$ cat config.mk
export PLATFORM = sky130hd
export DESIGN_NAME = wb_arbiter
export DESIGN_NICKNAME = d
export VERILOG_FILES = /design/src/rtl/wb_arbiter.sv
export SDC_FILE = /design/constraint.sdc
export NUM_CORES = 1
export LEC_CHECK = 0
export CAP_MARGIN = 20
export CELL_PAD_IN_SITES_DETAIL_PLACEMENT = 1
export CELL_PAD_IN_SITES_GLOBAL_PLACEMENT = 1
export CORE_ASPECT_RATIO = 0.6
export CORE_MARGIN = 3
export CORE_UTILIZATION = 44
export CTS_CLUSTER_SIZE = 40
export DETAILED_ROUTE_END_ITERATION = 7
export GPL_TIMING_DRIVEN = 0
export PLACE_DENSITY_LB_ADDON = 0.1
export SYNTH_ARGS = -nofsm -noshare
export SYNTH_HDL_FRONTEND = slang
export SYNTH_SLANG_ARGS = --single-unit
$ cat constraint.sdc
create_clock -name clk -period 3.6 [get_ports clk]
set_clock_uncertainty 0.05 [all_clocks]
set_input_delay 0.54 -clock clk [delete_from_list [all_inputs] [get_ports clk]]
set_output_delay 0.54 -clock clk [all_outputs]
set_load 0.01 [all_outputs]
$ cat src/rtl/wb_arbiter.sv
// rtl/wb_arbiter.sv - writeback arbiter merging per-pipe result FIFOs onto one register-file write port
//
// Purpose: each execution pipe pushes results into its own small FIFO; every
// cycle one FIFO head is granted (fixed priority or round-robin) and retired
// through a registered register-file write port.
//
// Ports:
//   clk, rst_n        clock, asynchronous active-low reset
//   flush             discard all queued entries (beats push and grant)
//   pipe_valid/ready  per-pipe push handshake
//   pipe_reg_write    per-pipe: entry writes the register file
//   pipe_rd           per-pipe destination register, packed REG_WIDTH each
//   pipe_data         per-pipe result data, packed 32 bits each
//   wb_wr_en/rd/data  registered register-file write port
//   retire_valid      one entry retired this cycle (registered)
//   retire_pipe       one-hot source of the retired entry (registered)
//   occupancy         per-FIFO entry count, packed
module wb_arbiter #(
  parameter int NUM_PIPES  = 4,
  parameter int FIFO_DEPTH = 2,
  parameter int ARB_MODE   = 0,
  parameter int REG_WIDTH  = 5
) (
  input  logic                                         clk,
  input  logic                                         rst_n,
  input  logic                                         flush,
  input  logic [NUM_PIPES-1:0]                         pipe_valid,
  output logic [NUM_PIPES-1:0]                         pipe_ready,
  input  logic [NUM_PIPES-1:0]                         pipe_reg_write,
  input  logic [NUM_PIPES*REG_WIDTH-1:0]               pipe_rd,
  input  logic [NUM_PIPES*32-1:0]                      pipe_data,
  output logic                                         wb_wr_en,
  output logic [REG_WIDTH-1:0]                         wb_rd,
  output logic [31:0]                                  wb_wr_data,
  output logic                                         retire_valid,
  output logic [NUM_PIPES-1:0]                         retire_pipe,
  output logic [NUM_PIPES*$clog2(FIFO_DEPTH+1)-1:0]    occupancy
);

  localparam int PW = $clog2(FIFO_DEPTH);
  localparam int CW = $clog2(FIFO_DEPTH + 1);
  localparam int IW = (NUM_PIPES > 1) ? $clog2(NUM_PIPES) : 1;

  logic [REG_WIDTH-1:0] mem_rd   [NUM_PIPES][FIFO_DEPTH];
  logic [31:0]          mem_data [NUM_PIPES][FIFO_DEPTH];
  logic                 mem_wr   [NUM_PIPES][FIFO_DEPTH];

  logic [PW-1:0] wptr  [NUM_PIPES];
  logic [PW-1:0] rptr  [NUM_PIPES];
  logic [CW-1:0] count [NUM_PIPES];

  logic [NUM_PIPES-1:0] push;
  logic [NUM_PIPES-1:0] pop;
  logic [NUM_PIPES-1:0] eligible;
  logic [IW-1:0]        rr_ptr;
  logic [IW:0]          rr_sum;
  logic                 grant_vld;
  logic [IW-1:0]        grant_idx;

  logic [REG_WIDTH-1:0] head_rd;
  logic [31:0]          head_data;
  logic                 head_wr;

  // Ready depends only on count and flush, never on this cycle's grant, so a
  // full FIFO refuses a push even while it is being popped.
  always_comb begin
    pipe_ready = '0;
    push       = '0;
    eligible   = '0;
    occupancy  = '0;
    for (int i = 0; i < NUM_PIPES; i++) begin
      pipe_ready[i]            = (count[i] != CW'(FIFO_DEPTH)) && !flush;
      push[i]                  = pipe_valid[i] && pipe_ready[i];
      eligible[i]              = (count[i] != '0);
      occupancy[i*CW +: CW]    = count[i];
    end
  end

  always_comb begin
    grant_vld = 1'b0;
    grant_idx = '0;
    rr_sum    = '0;
    if (ARB_MODE == 1) begin
      // Walk from rr_ptr, wrapping modulo NUM_PIPES; first eligible wins.
      for (int k = 0; k < NUM_PIPES; k++) begin
        rr_sum = {1'b0, rr_ptr} + (IW+1)'(k);
        if (rr_sum >= (IW+1)'(NUM_PIPES))
          rr_sum = rr_sum - (IW+1)'(NUM_PIPES);
        if (!grant_vld && eligible[rr_sum[IW-1:0]]) begin
          grant_vld = 1'b1;
          grant_idx = rr_sum[IW-1:0];
        end
      end
    end else begin
      // Scan downwards so the lowest eligible index is the last one kept.
      for (int i = NUM_PIPES - 1; i >= 0; i--) begin
        if (eligible[i]) begin
          grant_vld = 1'b1;
          grant_idx = IW'(i);
        end
      end
    end
    if (flush)
      grant_vld = 1'b0;
  end

  always_comb begin
    pop = '0;
    if (grant_vld)
      pop[grant_idx] = 1'b1;
  end

  assign head_rd   = mem_rd[grant_idx][rptr[grant_idx]];
  assign head_data = mem_data[grant_idx][rptr[grant_idx]];
  assign head_wr   = mem_wr[grant_idx][rptr[grant_idx]];

  // Payload storage needs no reset: count gates every read.
  always_ff @(posedge clk) begin
    for (int i = 0; i < NUM_PIPES; i++) begin
      if (push[i]) begin
        mem_rd[i][wptr[i]]   <= pipe_rd[i*REG_WIDTH +: REG_WIDTH];
        mem_data[i][wptr[i]] <= pipe_data[i*32 +: 32];
        mem_wr[i][wptr[i]]   <= pipe_reg_write[i];
      end
    end
  end

  // Pointers wrap naturally because FIFO_DEPTH is a power of two.
  always_ff @(posedge clk or negedge rst_n) begin
    if (!rst_n) begin
      for (int i = 0; i < NUM_PIPES; i++) begin
        wptr[i]  <= '0;
        rptr[i]  <= '0;
        count[i] <= '0;
      end
    end else if (flush) begin
      for (int i = 0; i < NUM_PIPES; i++) begin
        wptr[i]  <= '0;
        rptr[i]  <= '0;
        count[i] <= '0;
      end
    end else begin
      for (int i = 0; i < NUM_PIPES; i++) begin
        if (push[i])
          wptr[i] <= wptr[i] + PW'(1);
        if (pop[i])
          rptr[i] <= rptr[i] + PW'(1);
        count[i] <= count[i] + CW'(push[i]) - CW'(pop[i]);
      end
    end
  end

  // rr_ptr deliberately survives flush; only reset clears it.
  always_ff @(posedge clk or negedge rst_n) begin
    if (!rst_n) begin
      rr_ptr <= '0;
    end else if (grant_vld) begin
      if (grant_idx == IW'(NUM_PIPES - 1))
        rr_ptr <= '0;
      else
        rr_ptr <= grant_idx + IW'(1);
    end
  end

  always_ff @(posedge clk or negedge rst_n) begin
    if (!rst_n) begin
      retire_valid <= 1'b0;
      retire_pipe  <= '0;
      wb_wr_en     <= 1'b0;
      wb_rd        <= '0;
      wb_wr_data   <= '0;
    end else begin
      retire_valid <= grant_vld;
      // x0 writes are suppressed but the entry still retires.
      wb_wr_en     <= grant_vld && head_wr && (head_rd != '0);
      if (grant_vld) begin
        retire_pipe <= NUM_PIPES'(1) << grant_idx;
        wb_rd       <= head_rd;
        wb_wr_data  <= head_data;
      end else begin
        retire_pipe <= '0;
      end
    end
  end

endmodule

==> results.json <==
{
  "dr_wl_met3_mm": 3.22,
  "nFillCells": 2801,
  "ys_ff_latch": 363,
  "whs_path_depth": 1,
  "ys_warn_count": 0,
  "clock_latency_ns": 0.53,
  "highest_layer": "met5",
  "drcViolationCount": 0,
  "die_h_um": 142,
  "area_delta_synth_final_pct": 29.7,
  "p_sw_share_pct": 40.7,
  "synthCells": 880,
  "p_leak_nw": 6.07,
  "synth_fp_nets": 1047,
  "final_antenna_net_count": 0,
  "regToRegSetupSlack_ns": 0.17,
  "vias": 9113,
  "fmax_ghz": 0.291,
  "worst_pin_slew_ns": 1.01,
  "grt_max_degree": 36,
  "clock-sinks": 363,
  "slew_viol_final": 0,
  "worstReg2RegStart": "occupancy[7]$_DFF_PN0_",
  "initial_core_util_pct": 45.8,
  "status": "complete, no violations",
  "cp_max_fo": 10,
  "holdWs_ns": 0.460,
  "setup_viol": 0,
  "endpoint_kind": "flip-flop",
  "worstSetupPathType": "flip-flop to flip-flop",
  "placed_area_um2": 16300,
  "power_frac_seq_pct": 33.3,
  "cts_inserted_buffers": 35,
  "drtIter0Drc": 1126,
  "power.switching_w": 0.00680,
  "vias_per_cell": 5.82,
  "dpl.hpwl_mm": 29.0,
  "seq_area_frac_synth_pct": 78.6,
  "finalHoldViolations": 0,
  "powerDensity_nw_per_um2": 955,
  "layout_min_cycle_time_ns": 3.43,
  "fin_area_um2": 17500,
  "synthDistinctLibCells": 37,
  "internal_power_w": 0.00992,
  "root_buffer": "clkbuf_16",
  "cts_tree": "built",
  "grt_pass1_vias": 9848,
  "firstDrtPassIters": 7,
  "cap_viol_max_count": 0,
  "routed_wl_mm": 43.0,
  "avgSynthCellArea_um2": 15.3,
  "grt_antenna_before_repair": 1,
  "max_slew_margin_pct": 32.3,
  "dieArea_um2": 32900,
  "clkPwrFrac_pct": 21.9,
  "n_antenna_cell": 0,
  "overflow": 0,
  "fp.coreArea_um2": 29400,
  "arrival_ns": 3.70,
  "gp_congestion": 0.746,
  "clk_pin_slew_ns": 0.06,
  "synth_top_area_cell": "edfxtp_1",
  "wl_met2_mm": 20.4,
  "die_w_um": 232,
  "grt_pass1_wl_mm": 63.1,
  "min_to": "wb_rd[2]$_DFFE_PN0P_",
  "reg2reg_to": "wb_wr_en$_DFF_PN0_",
  "ctsHtreeMaxLevel": 2,
  "clk_path_buf_depth": 3,
  "cp-start-kind": "flip-flop",
  "final_cell_mix": "edfxtp_1 (304), clkdlybuf4s50_1 (212), nor2_1 (115), nand2_1 (85), a21oi_1 (78)",
  "cp.required_ns": 3.87,
  "peakVddDrop_uv": 449,
  "pin_count": 214,
  "portBuffers": 213,
  "wl_per_cell_um": 27.4,
  "layout.nets": 1307,
  "yosysTopAreaCellShare_pct": 67.7,
  "rsz0062_at_grt": "false",
  "layout_commonest_cell": "edfxtp_1",
  "drive_above_1_share_pct": 7.71,
  "hp-start": "wb_rd[2]$_DFFE_PN0P_",
  "ff2ff_path_depth": 8,
  "synth_area_um2": 13500,
  "met1_length_mm": 18.7,
  "fp-row-count": 48,
  "grt_use_total_pct": 26.2,
  "synthTopCellsByArea": "edfxtp_1 (68%), dfrtp_1 (11%), a222oi_1 (5.5%)",
  "combPwrFrac_pct": 44.8,
  "hold_class": "flip-flop to flip-flop",
  "post-cts-setup-buffers": 0,
  "finalCritPeriodShare_pct": 95.4
}
==> sequential cells by signal, summed over array words and instances, names as in the netlist, 4 cells and up <==
signal / cells
wptr: 4
retire_pipe: 4
rptr: 4
wb_wr_data: 32
mem_rd: 40
wb_rd: 5
mem_data: 256
mem_wr: 8
occupancy: 8
==> cells in the mapped netlist, drive strengths merged <==
| master | instances |
|---|---|
| edfxtp | 304 |
| nor2 | 119 |
| nand2 | 85 |
| a21oi | 78 |
| a222oi | 74 |
| dfrtp | 59 |
| clkbuf | 37 |
| nor3 | 34 |
| buf | 17 |
| ha | 8 |
| inv | 8 |
| o21ai | 7 |
| xnor2 | 6 |
| and3 | 5 |
| nor2b | 5 |
| xor2 | 5 |
| nand3b | 4 |
| nor4 | 3 |
| o221ai | 3 |
| or2 | 3 |
| mux2 | 2 |
| mux2i | 2 |
| nand3 | 2 |
| or4 | 2 |
| a21boi | 1 |
| a41oi | 1 |
| nand4 | 1 |
| nand4b | 1 |
| o2111a | 1 |
| o2111ai | 1 |
| o22ai | 1 |
| or3 | 1 |
==> power by group through the flow <==
stage,clock network [W],logic [W],registers [W]
3_3_place_gp,0,0.00707,0.00566
4_1_cts,0.00370,0.00741,0.00557
5_1_grt,0.00388,0.00811,0.00563
3_5_place_dp,0,0.00733,0.00565
6_report,0.00366,0.00749,0.00557
2_1_floorplan,0,0.00409,0.00568
==> routing by layer <==
layer | GRT usage (%) | vias to the layer above
li1 | - | 3931
met1 | 37.0 | 4687
met2 | 42.7 | 423
met3 | 5.34 | 70
met4 | 5.18 | 2
met5 | 0 | -
==> repair_timing <==
item | in CTS | in global routing
hold endpoints to repair | 24 | 0
setup endpoints to repair | 2 | 34
hold buffers | 1 | 0
resized for setup | 0 | 5
==> kinds of logic (layout without fill, tap and decap cells) <==
kind of cell / count (synthesis) / count (layout) / share of synthesized area [%]
muxes: 4 / 4 / 0.315
AOI/OAI and AO/OA: 167 / 167 / 9.24
and+or+nand+nor: 265 / 265 / 8.31
buffers and inverters: 62 / 349 / 2.02
adders and majority gates: 8 / 8 / 0.742
xor gates and xnor gates: 11 / 11 / 0.714
DFF: 363 / 363 / 78.6
==> how the worst max path moves through the flow <==
stage                            from                         end  slack [ns]  depth (start not counted)
6_report       occupancy[7]$_DFF_PN0_          wb_wr_en$_DFF_PN0_        0.17                          8
5_1_grt        occupancy[7]$_DFF_PN0_          wb_wr_en$_DFF_PN0_       0.007                          8
4_1_cts        occupancy[1]$_DFF_PN0_  wb_wr_data[11]$_DFFE_PN0P_        0.03                         10
3_5_place_dp   occupancy[1]$_DFF_PN0_      occupancy[7]$_DFF_PN0_       -0.28                         13
3_3_place_gp                    flush   mem_data[1][57]$_DFFE_PP_       -1.99                          4
2_1_floorplan  occupancy[0]$_DFF_PN0_   mem_data[0][32]$_DFFE_PP_        0.50                          4
==> critical path, cell delays in order (launching register included) <==
cell       delay, ns
dfrtp_1         0.43
nor4_1          0.80
a21boi_4        0.27
o2111ai_2       0.41
buf_6           0.22
buf_6           0.17
nand2_1         0.07
a21oi_1         0.50
a41oi_1         0.29
==> cell type report <==
type,count,area [um2],area share (%)
sequential,363,10600,60.6
multi-input combinational,455,2660,15.2
timing repair buffer,224,2330,13.3
clock buffer,48,986,5.64
tap,400,500,2.86
buffer,53,244,1.39
clock inverter,16,141,0.808
inverter,8,30.0,0.172
==> metrics by stage <==
stage | util (%) | power [W] | worst slack (ns) | TNS, ns | instances
finish | 59.4 | 0.0167 | 0.166 | 0 | 1567
global placement | 54.8 | 0.0127 | -1.99 | -358.40 | 1493
floorplan | - | 0.00976 | 0.497 | 0 | 880
detailed placement | 55.5 | 0.0130 | -0.277 | -0.391 | 1503
CTS | 59.4 | 0.0167 | 0.0318 | 0 | 1567
global route | 59.4 | 0.0176 | 0.00659 | 0 | 1567
(Power assumes the default switching activity.)
